### src/rtl/hdlc_rx_frame_fetch_if.sv
// Register-bus and byte-stream bundle for hdlc_rx_frame_fetch.
// Register side: Address, WriteEnable, ReadEnable, DataIn (to core), DataOut (from core).
// Stream side: m_data, m_valid, m_last, m_ovf (to sink), m_ready (from sink).
interface hdlc_rx_frame_fetch_if;
    logic [2:0] Address;
    logic       WriteEnable;
    logic       ReadEnable;
    logic [7:0] DataIn;
    logic [7:0] DataOut;
    logic [7:0] m_data;
    logic       m_valid;
    logic       m_ready;
    logic       m_last;
    logic       m_ovf;

    modport master (
        output Address,
        output WriteEnable,
        output ReadEnable,
        output DataIn,
        input  DataOut,
        output m_data,
        output m_valid,
        input  m_ready,
        output m_last,
        output m_ovf
    );

    modport slave (
        input  Address,
        input  WriteEnable,
        input  ReadEnable,
        input  DataIn,
        output DataOut,
        input  m_data,
        input  m_valid,
        output m_ready,
        input  m_last,
        input  m_ovf
    );
endinterface

### src/rtl/hdlc_rx_frame_fetch.sv
// Drains received frames from the HDLC core Rx buffer: polls Rx_SC, reads Rx_Len,
// fetches Rx_Buff byte by byte and streams it out; errored frames are dropped and counted.
// Ports: Clk, Rst (async active-low), Enable, cfg_fcs_en, bus (register bus + stream),
//        frame_cnt / drop_cnt (wrapping 16-bit frame counters).
module hdlc_rx_frame_fetch #(
    parameter int POLL_GAP = 16,
    parameter int MAX_LEN  = 128
) (
    input  logic                  Clk,
    input  logic                  Rst,
    input  logic                  Enable,
    input  logic                  cfg_fcs_en,
    hdlc_rx_frame_fetch_if.master bus,
    output logic [15:0]           frame_cnt,
    output logic [15:0]           drop_cnt
);

    localparam int GapW = $clog2(POLL_GAP) + 1;

    localparam logic [2:0] AddrSc  = 3'd2;
    localparam logic [2:0] AddrBuf = 3'd3;
    localparam logic [2:0] AddrLen = 3'd4;

    typedef enum logic [3:0] {
        IDLE,
        GAP,
        POLL_RD,
        POLL_CHK,
        LEN_RD,
        LEN_CHK,
        BUF_RD,
        BUF_CAP,
        OUT,
        DROP
    } fetchState_e;

    fetchState_e    state;
    logic [GapW-1:0] gapCnt;
    logic [7:0]     byteCnt;
    logic [7:0]     frameLen;

    logic [2:0]     addr;
    logic           readEn;
    logic           writeEn;
    logic [7:0]     dataIn;
    logic [7:0]     mData;
    logic           mValid;
    logic           mLast;
    logic           mOvf;
    logic [15:0]    frameCnt;
    logic [15:0]    dropCnt;

    logic           scReady;
    logic           scError;
    logic           lenBad;
    logic [7:0]     dropWord;

    assign scReady  = bus.DataOut[0];
    assign scError  = bus.DataOut[3] | bus.DataOut[2];
    assign lenBad   = (bus.DataOut == 8'd0) || (bus.DataOut > 8'(MAX_LEN));
    // Rx_Drop set, Rx_FCSen carried along so the write does not clobber it.
    assign dropWord = {2'b00, cfg_fcs_en, 3'b000, 1'b1, 1'b0};

    always_ff @(posedge Clk or negedge Rst) begin
        if (!Rst) begin
            state    <= IDLE;
            gapCnt   <= '0;
            byteCnt  <= '0;
            frameLen <= '0;
            addr     <= '0;
            readEn   <= 1'b0;
            writeEn  <= 1'b0;
            dataIn   <= '0;
            mData    <= '0;
            mValid   <= 1'b0;
            mLast    <= 1'b0;
            mOvf     <= 1'b0;
            frameCnt <= '0;
            dropCnt  <= '0;
        end else begin
            // Strobes are single-cycle; bus fields idle at zero.
            readEn  <= 1'b0;
            writeEn <= 1'b0;
            addr    <= '0;
            dataIn  <= '0;

            unique case (state)
                IDLE: begin
                    if (Enable) begin
                        state  <= GAP;
                        gapCnt <= '0;
                    end
                end
                GAP: begin
                    if (!Enable) begin
                        state  <= IDLE;
                        gapCnt <= '0;
                    end else if (gapCnt == GapW'(POLL_GAP - 1)) begin
                        state  <= POLL_RD;
                        gapCnt <= '0;
                        readEn <= 1'b1;
                        addr   <= AddrSc;
                    end else begin
                        gapCnt <= gapCnt + GapW'(1);
                    end
                end
                POLL_RD: begin
                    state <= POLL_CHK;
                end
                POLL_CHK: begin
                    if (scError) begin
                        state   <= DROP;
                        writeEn <= 1'b1;
                        addr    <= AddrSc;
                        dataIn  <= dropWord;
                    end else if (scReady) begin
                        state  <= LEN_RD;
                        mOvf   <= bus.DataOut[4];
                        readEn <= 1'b1;
                        addr   <= AddrLen;
                    end else begin
                        state <= GAP;
                    end
                end
                LEN_RD: begin
                    state <= LEN_CHK;
                end
                LEN_CHK: begin
                    frameLen <= bus.DataOut;
                    byteCnt  <= '0;
                    if (lenBad) begin
                        state   <= DROP;
                        writeEn <= 1'b1;
                        addr    <= AddrSc;
                        dataIn  <= dropWord;
                    end else begin
                        state  <= BUF_RD;
                        readEn <= 1'b1;
                        addr   <= AddrBuf;
                    end
                end
                BUF_RD: begin
                    state <= BUF_CAP;
                end
                BUF_CAP: begin
                    state  <= OUT;
                    mData  <= bus.DataOut;
                    mValid <= 1'b1;
                    mLast  <= (byteCnt == frameLen - 8'd1);
                end
                OUT: begin
                    if (bus.m_ready) begin
                        mValid <= 1'b0;
                        mData  <= '0;
                        if (mLast) begin
                            state    <= GAP;
                            mLast    <= 1'b0;
                            mOvf     <= 1'b0;
                            frameCnt <= frameCnt + 16'd1;
                        end else begin
                            state   <= BUF_RD;
                            byteCnt <= byteCnt + 8'd1;
                            readEn  <= 1'b1;
                            addr    <= AddrBuf;
                        end
                    end
                end
                DROP: begin
                    state   <= GAP;
                    mOvf    <= 1'b0;
                    dropCnt <= dropCnt + 16'd1;
                end
                default: begin
                    state <= IDLE;
                end
            endcase
        end
    end

    assign bus.Address     = addr;
    assign bus.ReadEnable  = readEn;
    assign bus.WriteEnable = writeEn;
    assign bus.DataIn      = dataIn;
    assign bus.m_data      = mData;
    assign bus.m_valid     = mValid;
    assign bus.m_last      = mLast;
    assign bus.m_ovf       = mOvf;
    assign frame_cnt       = frameCnt;
    assign drop_cnt        = dropCnt;

endmodule
### src/flat_wrapper.sv
// flat-port wrapper written by rule: the top's interface ports become plain ports
module hdlc_rx_frame_fetch_flat 
#(
    parameter int POLL_GAP = 16,
    parameter int MAX_LEN  = 128
)
  (Clk, Rst, Enable, cfg_fcs_en, frame_cnt, drop_cnt, bus_Address, bus_WriteEnable, bus_ReadEnable, bus_DataIn, bus_DataOut, bus_m_data, bus_m_valid, bus_m_ready, bus_m_last, bus_m_ovf);
  hdlc_rx_frame_fetch_if bus_i ();
  input  logic Clk;
  input  logic Rst;
  input  logic Enable;
  input  logic cfg_fcs_en;
  output logic [15:0] frame_cnt;
  output logic [15:0] drop_cnt;
  output wire logic [$bits(bus_i.Address)-1:0] bus_Address;
  output wire logic [$bits(bus_i.WriteEnable)-1:0] bus_WriteEnable;
  output wire logic [$bits(bus_i.ReadEnable)-1:0] bus_ReadEnable;
  output wire logic [$bits(bus_i.DataIn)-1:0] bus_DataIn;
  input wire logic [$bits(bus_i.DataOut)-1:0] bus_DataOut;
  output wire logic [$bits(bus_i.m_data)-1:0] bus_m_data;
  output wire logic [$bits(bus_i.m_valid)-1:0] bus_m_valid;
  input wire logic [$bits(bus_i.m_ready)-1:0] bus_m_ready;
  output wire logic [$bits(bus_i.m_last)-1:0] bus_m_last;
  output wire logic [$bits(bus_i.m_ovf)-1:0] bus_m_ovf;
  assign bus_Address = bus_i.Address;
  assign bus_WriteEnable = bus_i.WriteEnable;
  assign bus_ReadEnable = bus_i.ReadEnable;
  assign bus_DataIn = bus_i.DataIn;
  assign bus_i.DataOut = bus_DataOut;
  assign bus_m_data = bus_i.m_data;
  assign bus_m_valid = bus_i.m_valid;
  assign bus_i.m_ready = bus_m_ready;
  assign bus_m_last = bus_i.m_last;
  assign bus_m_ovf = bus_i.m_ovf;
  hdlc_rx_frame_fetch #(.POLL_GAP(POLL_GAP), .MAX_LEN(MAX_LEN)) u_core (.Clk(Clk), .Rst(Rst), .Enable(Enable), .cfg_fcs_en(cfg_fcs_en), .bus(bus_i), .frame_cnt(frame_cnt), .drop_cnt(drop_cnt));
endmodule
### config.mk
export PLATFORM = sky130hd
export DESIGN_NAME = hdlc_rx_frame_fetch_flat
export DESIGN_NICKNAME = d
export VERILOG_FILES = /design/src/rtl/hdlc_rx_frame_fetch_if.sv /design/src/rtl/hdlc_rx_frame_fetch.sv /design/src/flat_wrapper.sv
export SDC_FILE = /design/constraint.sdc
export NUM_CORES = 1
export LEC_CHECK = 0
export CORE_ASPECT_RATIO = 0.75
export CORE_MARGIN = 2
export CORE_UTILIZATION = 56
export DETAILED_ROUTE_END_ITERATION = 8
export PLACE_DENSITY = 0.95
export SETUP_SLACK_MARGIN = 0.4
export SYNTH_ARGS = -nofsm -noshare
export SYNTH_HDL_FRONTEND = slang
export SYNTH_SLANG_ARGS = --single-unit
### constraint.sdc
create_clock -name Clk -period 4.6 [get_ports Clk]
set_input_delay 0.46 -clock Clk [delete_from_list [all_inputs] [get_ports Clk]]
set_output_delay 0.46 -clock Clk [all_outputs]
set_load 0.01 [all_outputs]
Yosys cells after proc, flatten, opt, wreduce, memory -nomap -nowiden. Cells that the tools add are included.

Add/sub/neg operators: 5. $lt $le $gt $ge: 1. Eq/ne operators: 18. Mux-type cells: 48. Bitwise gates (word level): 1. Reduce and logical (&&, ||, !) cells: 13.

Operators with widths (count): $pmux 8 s2 (3); $pmux 4 s10 (1); $add 16x1->16 const B (2); $mux 4 (6); $mux 8 (3); $mux 3 (6); $eq 4x3->1 const B (4); $mux 1 (15); $mux 5 (3); $mux 6 (2); $pmux 3 s4 (1); $ne 2x2->1 const B (5); $pmux 5 s2 (1); $reduce_and 3->1 (3); $add 8x1->8 const B (1); $eq 4x2->1 const B (2); $eq 4x4->1 const B (2); $eq 8x8->1 (1); $gt 8x8->1 const B (1); $logic_not 8->1 (1); $sub 8x1->8 const B (1); $pmux 1 s2 (3); $reduce_bool 2->1 (3); $add 5x1->5 const B (1); other kinds (13) (15).

Register bits after elaboration: 81. Output and inout port bits: 56. Logic and storage cells: 100.

Logic depth before layout (Yosys ltp). Gate-level depths: netlist of run 1.

Depth after elaboration: 4. Depth in mapped cells: 7. Mapped depth without buffers: 7.

Worst setup path after synthesis of run 1. OpenSTA, ideal clock, no wires.

Path type: in2reg. From: input bus_DataOut[3]. To: register u_core.readEn (netlist: u_core.bus.ReadEnable). Setup time: 0.131 ns. Data arrival time: 1.811 ns. Data required time: 4.469 ns. Slack: 2.658 ns. Stages: 5. Cell sequence: or4_1 -> nor4_2 -> xnor2_1 -> a21o_1 -> or3b_1.

Longest elaborated chain between the ends: 4. Elaborated cells on any way between the ends: 7.

Ends and longest elaborated chain: start, declared (line flat_wrapper.sv:19) `input wire logic [$bits(bus_i.DataOut)-1:0] bus_DataOut;`; $gt 8x8->1 or $logic_not 8->1 (tied branches) (line hdlc_rx_frame_fetch.sv:60) `assign lenBad = (bus.DataOut == 8'd0) || (bus.DataOut > 8'(MAX_LEN));`; $logic_or 1x1->1 (line hdlc_rx_frame_fetch.sv:60); $mux 1 (line hdlc_rx_frame_fetch.sv:131) `if (lenBad) begin`; $pmux 1 s4 (*) (line hdlc_rx_frame_fetch.sv:87) `unique case (state)`; end signal, assigned (line hdlc_rx_frame_fetch.sv:71) `readEn <= 1'b0;`; end signal, assigned (line hdlc_rx_frame_fetch.sv:101) `readEn <= 1'b1;`; end signal, assigned (line hdlc_rx_frame_fetch.sv:138) `readEn <= 1'b1;`; end, declared (line hdlc_rx_frame_fetch.sv:43) `logic readEn;`.

Mark *: on every way between the ends. The rest lies on a longest branch, timed or not. A chain may end at the register's enable or synchronous reset.

Worst setup path in the final report of run 1.
From: register u_core.state[2]. To: register u_core.byteCnt[5].

Longest elaborated chain between the ends: 3. Elaborated cells on any way between the ends: 7.

Ends and longest elaborated chain: start, declared (line hdlc_rx_frame_fetch.sv:37) `fetchState_e state;`; start signal, assigned (line hdlc_rx_frame_fetch.sv:66) `state <= IDLE;`; start signal, assigned (line hdlc_rx_frame_fetch.sv:90) `state <= GAP;`; start signal, assigned (line hdlc_rx_frame_fetch.sv:96) `state <= IDLE;`; $eq 4x4->1 or $eq 4x3->1 (tied branches) (line hdlc_rx_frame_fetch.sv:87); $ne 2x2->1 (no line) or $reduce_bool 2->1 (tied branches); $reduce_and 3->1 (no line); end signal, assigned (line hdlc_rx_frame_fetch.sv:162) `byteCnt <= byteCnt + 8'd1;`; end, declared (line hdlc_rx_frame_fetch.sv:39) `logic [7:0] byteCnt;`.

Several ways; a longest one is shown, not always the timed one.

==> metrics, run 1 <==
CTS tree=yes; worst clock skew=0.0117 ns; relative max-transition margin=38.6%; Core Rows=25; internal portion of total power=1.41 mW; top-level I/O count=69; vias=2960; Post-Syn Instances=354; unrepaired setup endpoints after global routing=false; worst reg2reg path depth=5; synthesized area divided by synthesized cell count=10.2 µm²; clock buffer depth=2; count of final max-slew check failures=0; Synth-to-Final Area Change=23.1%; critical path required time=4.80 ns; Die W=96.9 µm; final non-filler cell total=502; fin area=4470 µm²; top_reg_cell synth=dfrtp_1; status=finished clean; sequential fraction of the synthesis area=51.0%; CP arrival=2.87 ns; fin util=71.1%; register-to-register setup slack=1.93 ns; # resized after CTS=0; GP Congestion=0.944; netlist area before placement=3630 µm²; register bit total from synthesis=74; First-pass DRT Iterations=5; startpoint of the worst-slack reg-to-reg timing path=u_core.state[2]; worst-case hold slack=0.300 ns; number of max-cap violations=0; die height=73.7 µm; instance count after placement with tap cells included=487; peak ir drop on the vdd network=0.000349 V; count of H-tree levels built during CTS=3; number of warnings reported in the yosys synthesis log=0; number of antenna violations at the first check in global routing=0; Pwr Total=2.21 mW; worst-skew pair later-pin latency=0.35 ns; Final Net Count=435; share of the clock period used by the worst path after layout=58.0%; post-placement cell area=4280 µm²; class of the most critical hold timing path=primary input to asynchronous set/reset pin; crit path time final=2.67 ns; DPL Wire Length=5.88 mm; Crit. End Element=register; count of endpoints failing hold in the final timing report=0; DRT antenna net count=0; Tightest Pin Transition=0.920 ns; largest driver fanout on the critical path=20; average via count per standard cell=5.90; pin count of the biggest net entering global routing=75; post-synth cell types=56; worst setup path category=register to register; # DRC=0; areal power density over the cells=495 nW/µm²; Post-Place Worst Slack=2.02 ns; post-cts hold buffer count=0; Area contributors post-synth=dfrtp_1 (51%), xnor2_1 (8.9%), nand2_1 (4.7%); power share of the clock group=21.9%; overall routing resource usage=24.7%; cell taking the most area after synthesis=dfrtp_1; final setup vio count=0; fraction of final layout cells sized beyond drive strength 1=5.46%; number of enable flip-flop cells after synthesis=0; post-detailed-routing wire length=8.22 mm; logic gate share of total power=32.2%; asr flop ratio synth=100%; clock tree sinks=74; startpoint kind of the worst setup timing path=register; number of DRC markers after the initial detailed-route iteration=262; setup bufs post-CTS=0; routed length per placed instance=16.4 µm; switching power=0.801 mW; end of the worst register-to-register path=u_core.byteCnt[5]; Net Sw Frac=36.2%; share of total power in sequential cells=45.9%; setup slack after layout=1.93 ns; starting utilization of the core area=57.7%; total overflow reported by the global router=0; overall die area=7150 µm²; clock slew at the register clock pins of the worst setup and hold paths=0.08 ns; setup tns final=0 ns; proportion of netlist area held by the largest area contributor=51.0%; Leak=1.90 nW; number of global-route vias before repair=2873; Core Area=6290 µm²; first-pass GRT wire length=14.0 mm; CTS buffer count=9; number of input and output port buffers inserted=62; Fmax=374 MHz; root buffer cell=clkbuf_8; Inserted Diodes=0
## cell usage after synthesis, types with 2 or more instances
library cell  number
buf_2              2
a22o_1             9
and4_1             4
ha_1               5
or4_1              3
nor2_1            19
a21oi_1           11
o21ai_1           13
nor4_1             4
nand2b_1           4
nand2_1           45
dfrtp_1           74
inv_1              8
nor4_2             3
nor3_1             8
xnor2_1           37
a31oi_1            4
nand3_1           22
xor2_1             9
o21ai_0            2
nand4b_1           2
mux2i_1            2
nor2b_1            3
or2_1              3
nand4_1           16
buf_4              7
clkbuf_1           6
## flip-flops by register name (all words and copies together), names as in the netlist, 2 cells and up
name / flops
u_core.bus.Address: 3
u_core.bus.DataIn: 2
u_core.bus.m_data: 8
u_core.byteCnt: 8
u_core.drop_cnt: 16
u_core.frameLen: 8
u_core.frame_cnt: 16
u_core.gapCnt: 5
u_core.state: 4
## cell usage in the layout, fill, tap and decap left out, drive strengths merged, types with 3 or more instances in the layout
cell and count:
nor2 19, ha 5, nor3 9, xnor2 37, a22o 9, nor2b 3
nand2b 4, or2 3, conb 6, nand2 45, nand4 16, inv 8
and4 4, a31oi 4, clkdlybuf4s50 61, o21ai 15, xor2 9, nor4 7
a21oi 11, nand3 22, clkbuf 11, dfrtp 74, or4 3
## cell type report
class	instances	area, µm²
multi-input cells	260	1670
clock inverters	4	53.8
repair buffers	63	623
well taps	81	101
fillers	460	1820
clock buffers	11	131
inverters	9	33.8
flip-flops and latches	74	1850
## power by group through the flow
| stage | clock network [mW] | registers, mW | logic (mW) |
|---|---|---|---|
| after global placement | 0 | 1.00 | 0.673 |
| final | 0.483 | 1.01 | 0.713 |
| after detailed placement | 0 | 1.02 | 0.706 |
| after global routing | 0.520 | 1.04 | 0.792 |
| after CTS | 0.491 | 1.01 | 0.713 |
| after floorplan | 0 | 0.970 | 0.454 |
## worst max path at each step
stage / from / depth (start not counted) / to / slack, ns
6_report: u_core.state[2] / 5 / u_core.byteCnt[5] / 1.93
5_1_grt: u_core.state[2] / 5 / u_core.byteCnt[5] / 1.80
4_1_cts: u_core.state[2] / 5 / u_core.byteCnt[5] / 2.01
3_5_place_dp: u_core.state[2] / 5 / u_core.byteCnt[5] / 2.02
3_3_place_gp: bus_DataOut[3] / 6 / u_core.bus.ReadEnable / 2.09
2_1_floorplan: bus_DataOut[3] / 5 / u_core.bus.ReadEnable / 2.66
## worst max-delay path, cell delays in order (launching register included)
cell	delay (ns)
dfrtp_1	0.70
and4bb_1	0.78
a31oi_1	0.30
nor4_1	0.51
xnor2_1	0.18
nor2_1	0.06
## per-layer routing
layer	wire length [µm]	global-route usage [%]	share of wire [%]	vias to the layer above
li1	-	-	-	1374
met1	3630	31.6	44	1448
met2	3920	41.8	48	123
met3	515	6.37	6.3	15
met4	150	8.29	1.8	0
met5	0	0	0	-
## logic make-up (layout without fill, tap and decap cells)
family	Yosys count	in the layout	synth area share, %
muxes	4	4	1.17
and+or+nand+nor	149	149	22.6
adders and majority gates	5	5	1.72
DFF	74	74	51.0
other	1	6	0.103
buffers and inverters	25	87	3.38
xor gates and xnor gates	46	46	11.1
AOI/OAI and AO/OA	50	50	8.86
Power figures use the tool's default switching activity.
==> inputs of run 2 (changes only) <==
--- a/config.mk
+++ b/config.mk
@@ -7,9 +7,9 @@
 export LEC_CHECK = 0
 export CORE_ASPECT_RATIO = 0.75
 export CORE_MARGIN = 2
-export CORE_UTILIZATION = 56
+export CORE_UTILIZATION = 52
 export DETAILED_ROUTE_END_ITERATION = 8
-export PLACE_DENSITY = 0.95
+export PLACE_DENSITY = 0.9
 export SETUP_SLACK_MARGIN = 0.4
 export SYNTH_ARGS = -nofsm -noshare
 export SYNTH_HDL_FRONTEND = slang
==> constraint.sdc (replaced) <==
create_clock -name Clk -period 2.75 [get_ports Clk]
set_input_delay 0.275 -clock Clk [delete_from_list [all_inputs] [get_ports Clk]]
set_output_delay 0.275 -clock Clk [all_outputs]
set_load 0.01 [all_outputs]
==> run 2 against run 1 <==
Final cell count is 1.8% higher. Count of clock-buffer cells in the layout unchanged. Wire length grew 1.2%. Global-route usage down 2.0 points. Cell area increased by 2.0%. First-iteration DRC count is 27% lower. Critical endpoint is now u_core.gapCnt[3]. Highest routed layer unchanged. Combinational power is 68% higher. Clock skew up 0.0046 ns. Largest power group unchanged. Critical path depth is the same. Clock power is 86% higher.
==> metrics, run 2 (synthesis gave the netlist of run 1 again) <==
overall routing resource usage=22.8% (was 24.7%); startpoint kind of the worst setup timing path=register (unchanged); clock slew at the register clock pins of the worst setup and hold paths=0.08 ns (about the same); startpoint of the worst-slack reg-to-reg timing path=u_core.state[0] (was u_core.state[2]); Synth-to-Final Area Change=25.6% (was 23.1%); setup tns final=0 ns (unchanged); # DRC=0 (unchanged); fin util=67.0% (was 71.1%); First-pass DRT Iterations=4 (was 5); count of endpoints failing hold in the final timing report=0 (unchanged); number of antenna violations at the first check in global routing=0 (unchanged); top-level I/O count=69 (unchanged); startpoint of the worst setup timing path=u_core.state[0] (was u_core.state[2]); vias=2959 (was 2960); leading cell type in the layout, fill and taps excluded=dfrtp_1 (unchanged); Tightest Pin Transition=0.772 ns (was 0.920 ns); clock tree sinks=74 (unchanged); CP arrival=2.46 ns (was 2.87 ns); Final Net Count=440 (was 435); CTS tree=yes (unchanged); worst hold stages=1; Core Rows=26 (was 25); relative max-transition margin=48.6% (was 38.6%); highest-count cells in the layout ignoring fill and taps=dfrtp_1 (72), clkdlybuf4s50_1 (61), nand2_1 (45) (was dfrtp_1 (74), clkdlybuf4s50_1 (61), nand2_1 (45)); peak ir drop on the vdd network=0.000512 V (was 0.000349 V); worst clock skew=0.0163 ns (was 0.0117 ns); number of global-route vias before repair=2955 (was 2873); CTS buffer count=9 (unchanged); power share of the clock group=23.6% (was 21.9%); die height=76.3 µm (was 73.7 µm); share of total power in sequential cells=44.7% (was 45.9%); count of H-tree levels built during CTS=3 (unchanged); worst setup path end=u_core.gapCnt[3] (was u_core.byteCnt[5]); clock buffer depth=2 (unchanged); largest driver fanout on the critical path=15 (was 20); fraction of final layout cells sized beyond drive strength 1=7.73% (was 5.46%); DRT antenna net count=0 (unchanged); critical path required time=3.03 ns (was 4.80 ns); DPL Wire Length=6.02 mm (was 5.88 mm); Inserted Diodes=0 (unchanged); share of the clock period used by the worst path after layout=79.3% (was 58.0%); worst reg2reg path depth=5 (unchanged); Fmax=459 MHz (was 374 MHz); worst setup path category=register to register (unchanged); class of the most critical hold timing path=register to register (was primary input to asynchronous set/reset pin); Die W=100 µm (was 96.9 µm); post-detailed-routing wire length=8.32 mm (was 8.22 mm); internal portion of total power=2.42 mW (was 1.41 mW); Net Sw Frac=36.2% (about the same); setup bufs post-CTS=0 (unchanged); number of DRC markers after the initial detailed-route iteration=191 (was 262); crit path time final=2.18 ns (was 2.67 ns); Pwr Total=3.79 mW (was 2.21 mW); GP Congestion=0.850 (was 0.944); status=finished clean (unchanged); number of input and output port buffers inserted=62 (unchanged); average via count per standard cell=5.79 (was 5.90); total overflow reported by the global router=0 (unchanged); overall die area=7670 µm² (was 7150 µm²); Leak=1.96 nW (was 1.90 nW); unrepaired setup endpoints after global routing=false (unchanged); switching power=1.37 mW (was 0.801 mW); fillcell total=507 (was 460); count of final max-slew check failures=0 (unchanged); routed length per placed instance=16.3 µm (was 16.4 µm); Crit. End Element=register (unchanged); final setup vio count=0 (unchanged); number of max-cap violations=0 (unchanged); logic gate share of total power=31.7% (was 32.2%); root buffer cell=clkbuf_8 (unchanged); pin count of the biggest net entering global routing=31 (was 75); Core Area=6800 µm² (was 6290 µm²); starting utilization of the core area=53.4% (was 57.7%); areal power density over the cells=833 nW/µm² (was 495 nW/µm²); register-to-register setup slack=0.57 ns (was 1.93 ns); end of the worst register-to-register path=u_core.gapCnt[3] (was u_core.byteCnt[5]); first-pass GRT wire length=13.7 mm (was 14.0 mm); worst-skew pair later-pin latency=0.36 ns (was 0.35 ns)
run 2: cell types whose count changed in the layout (fill, tap and decap cells not counted), moves of 2 or more:
cell	previous run	this run
clkbuf_1	2	0
dfrtp_2	0	2
clkbuf_8	9	11
dfrtp_1	74	72
buf_4	1	5
run 2: worst min path at each step:
stage	startpoint	endpoint	slack, ns
after CTS	cfg_fcs_en	u_core.bus.DataIn[5]	0.47
after floorplan	Rst	u_core.bus.Address[0]	-0.02
after detailed placement	Rst	u_core.frame_cnt[1]	0.35
final	u_core.drop_cnt[15]	u_core.drop_cnt[15]	0.47
after global routing	cfg_fcs_en	u_core.bus.DataIn[5]	0.48
after global placement	Rst	u_core.byteCnt[3]	0.34
run 2: power groups by stage:
stage,registers [mW],logic (mW),clock network [mW]
finish,1.69,1.20,0.896
global route,1.74,1.32,0.954
floorplan,1.62,0.760,0
detailed placement,1.69,1.20,0
global placement,1.68,1.13,0
CTS,1.68,1.20,0.905
run 2: cell type report:
cell class              count  area [µm²]  share of cell area (%)
clock buffers              11         151                    3.32
flip-flops and latches     74        1850                    40.7
inverters                   9        33.8                   0.742
clock inverters             5        60.1                    1.32
well taps                  84         105                    2.31
repair buffers             68         663                    14.6
multi-input cells         260        1690                    37.1
run 2: critical path, cell delays in order (launching register included):
cell and delay, ns:
dfrtp_1 0.65, nor2b_1 0.35, nand3_1 0.21, or2_1 0.32
or4_1 0.48, nand3_1 0.10
run 2: metal layers:
metal | routed length, µm | up-vias | share of wire, % | track usage [%]
li1 | - | 1374 | - | -
met1 | 3670 | 1451 | 44 | 30.0
met2 | 3980 | 122 | 48 | 35.9
met3 | 548 | 12 | 6.6 | 5.87
met4 | 121 | 0 | 1.5 | 9.18
met5 | 0 | - | 0 | 0
run 2: repair_timing:
item,CTS,global route
hold buffers,1,0
resized for setup,0,4
endpoints found under the hold margin,27,0
endpoints found under the setup margin,0,5
run 2: through the flow:
stage	instance area, µm²	hold slack (ns)	setup WS, ns	std cells
global route	4560	0.480	0.429	511
detailed placement	4320	0.352	0.325	494
global placement	4320	0.343	0.384	494
floorplan	3650	-0.0206	0.929	359
finish	4560	0.473	0.570	511
CTS	4540	0.471	0.513	511
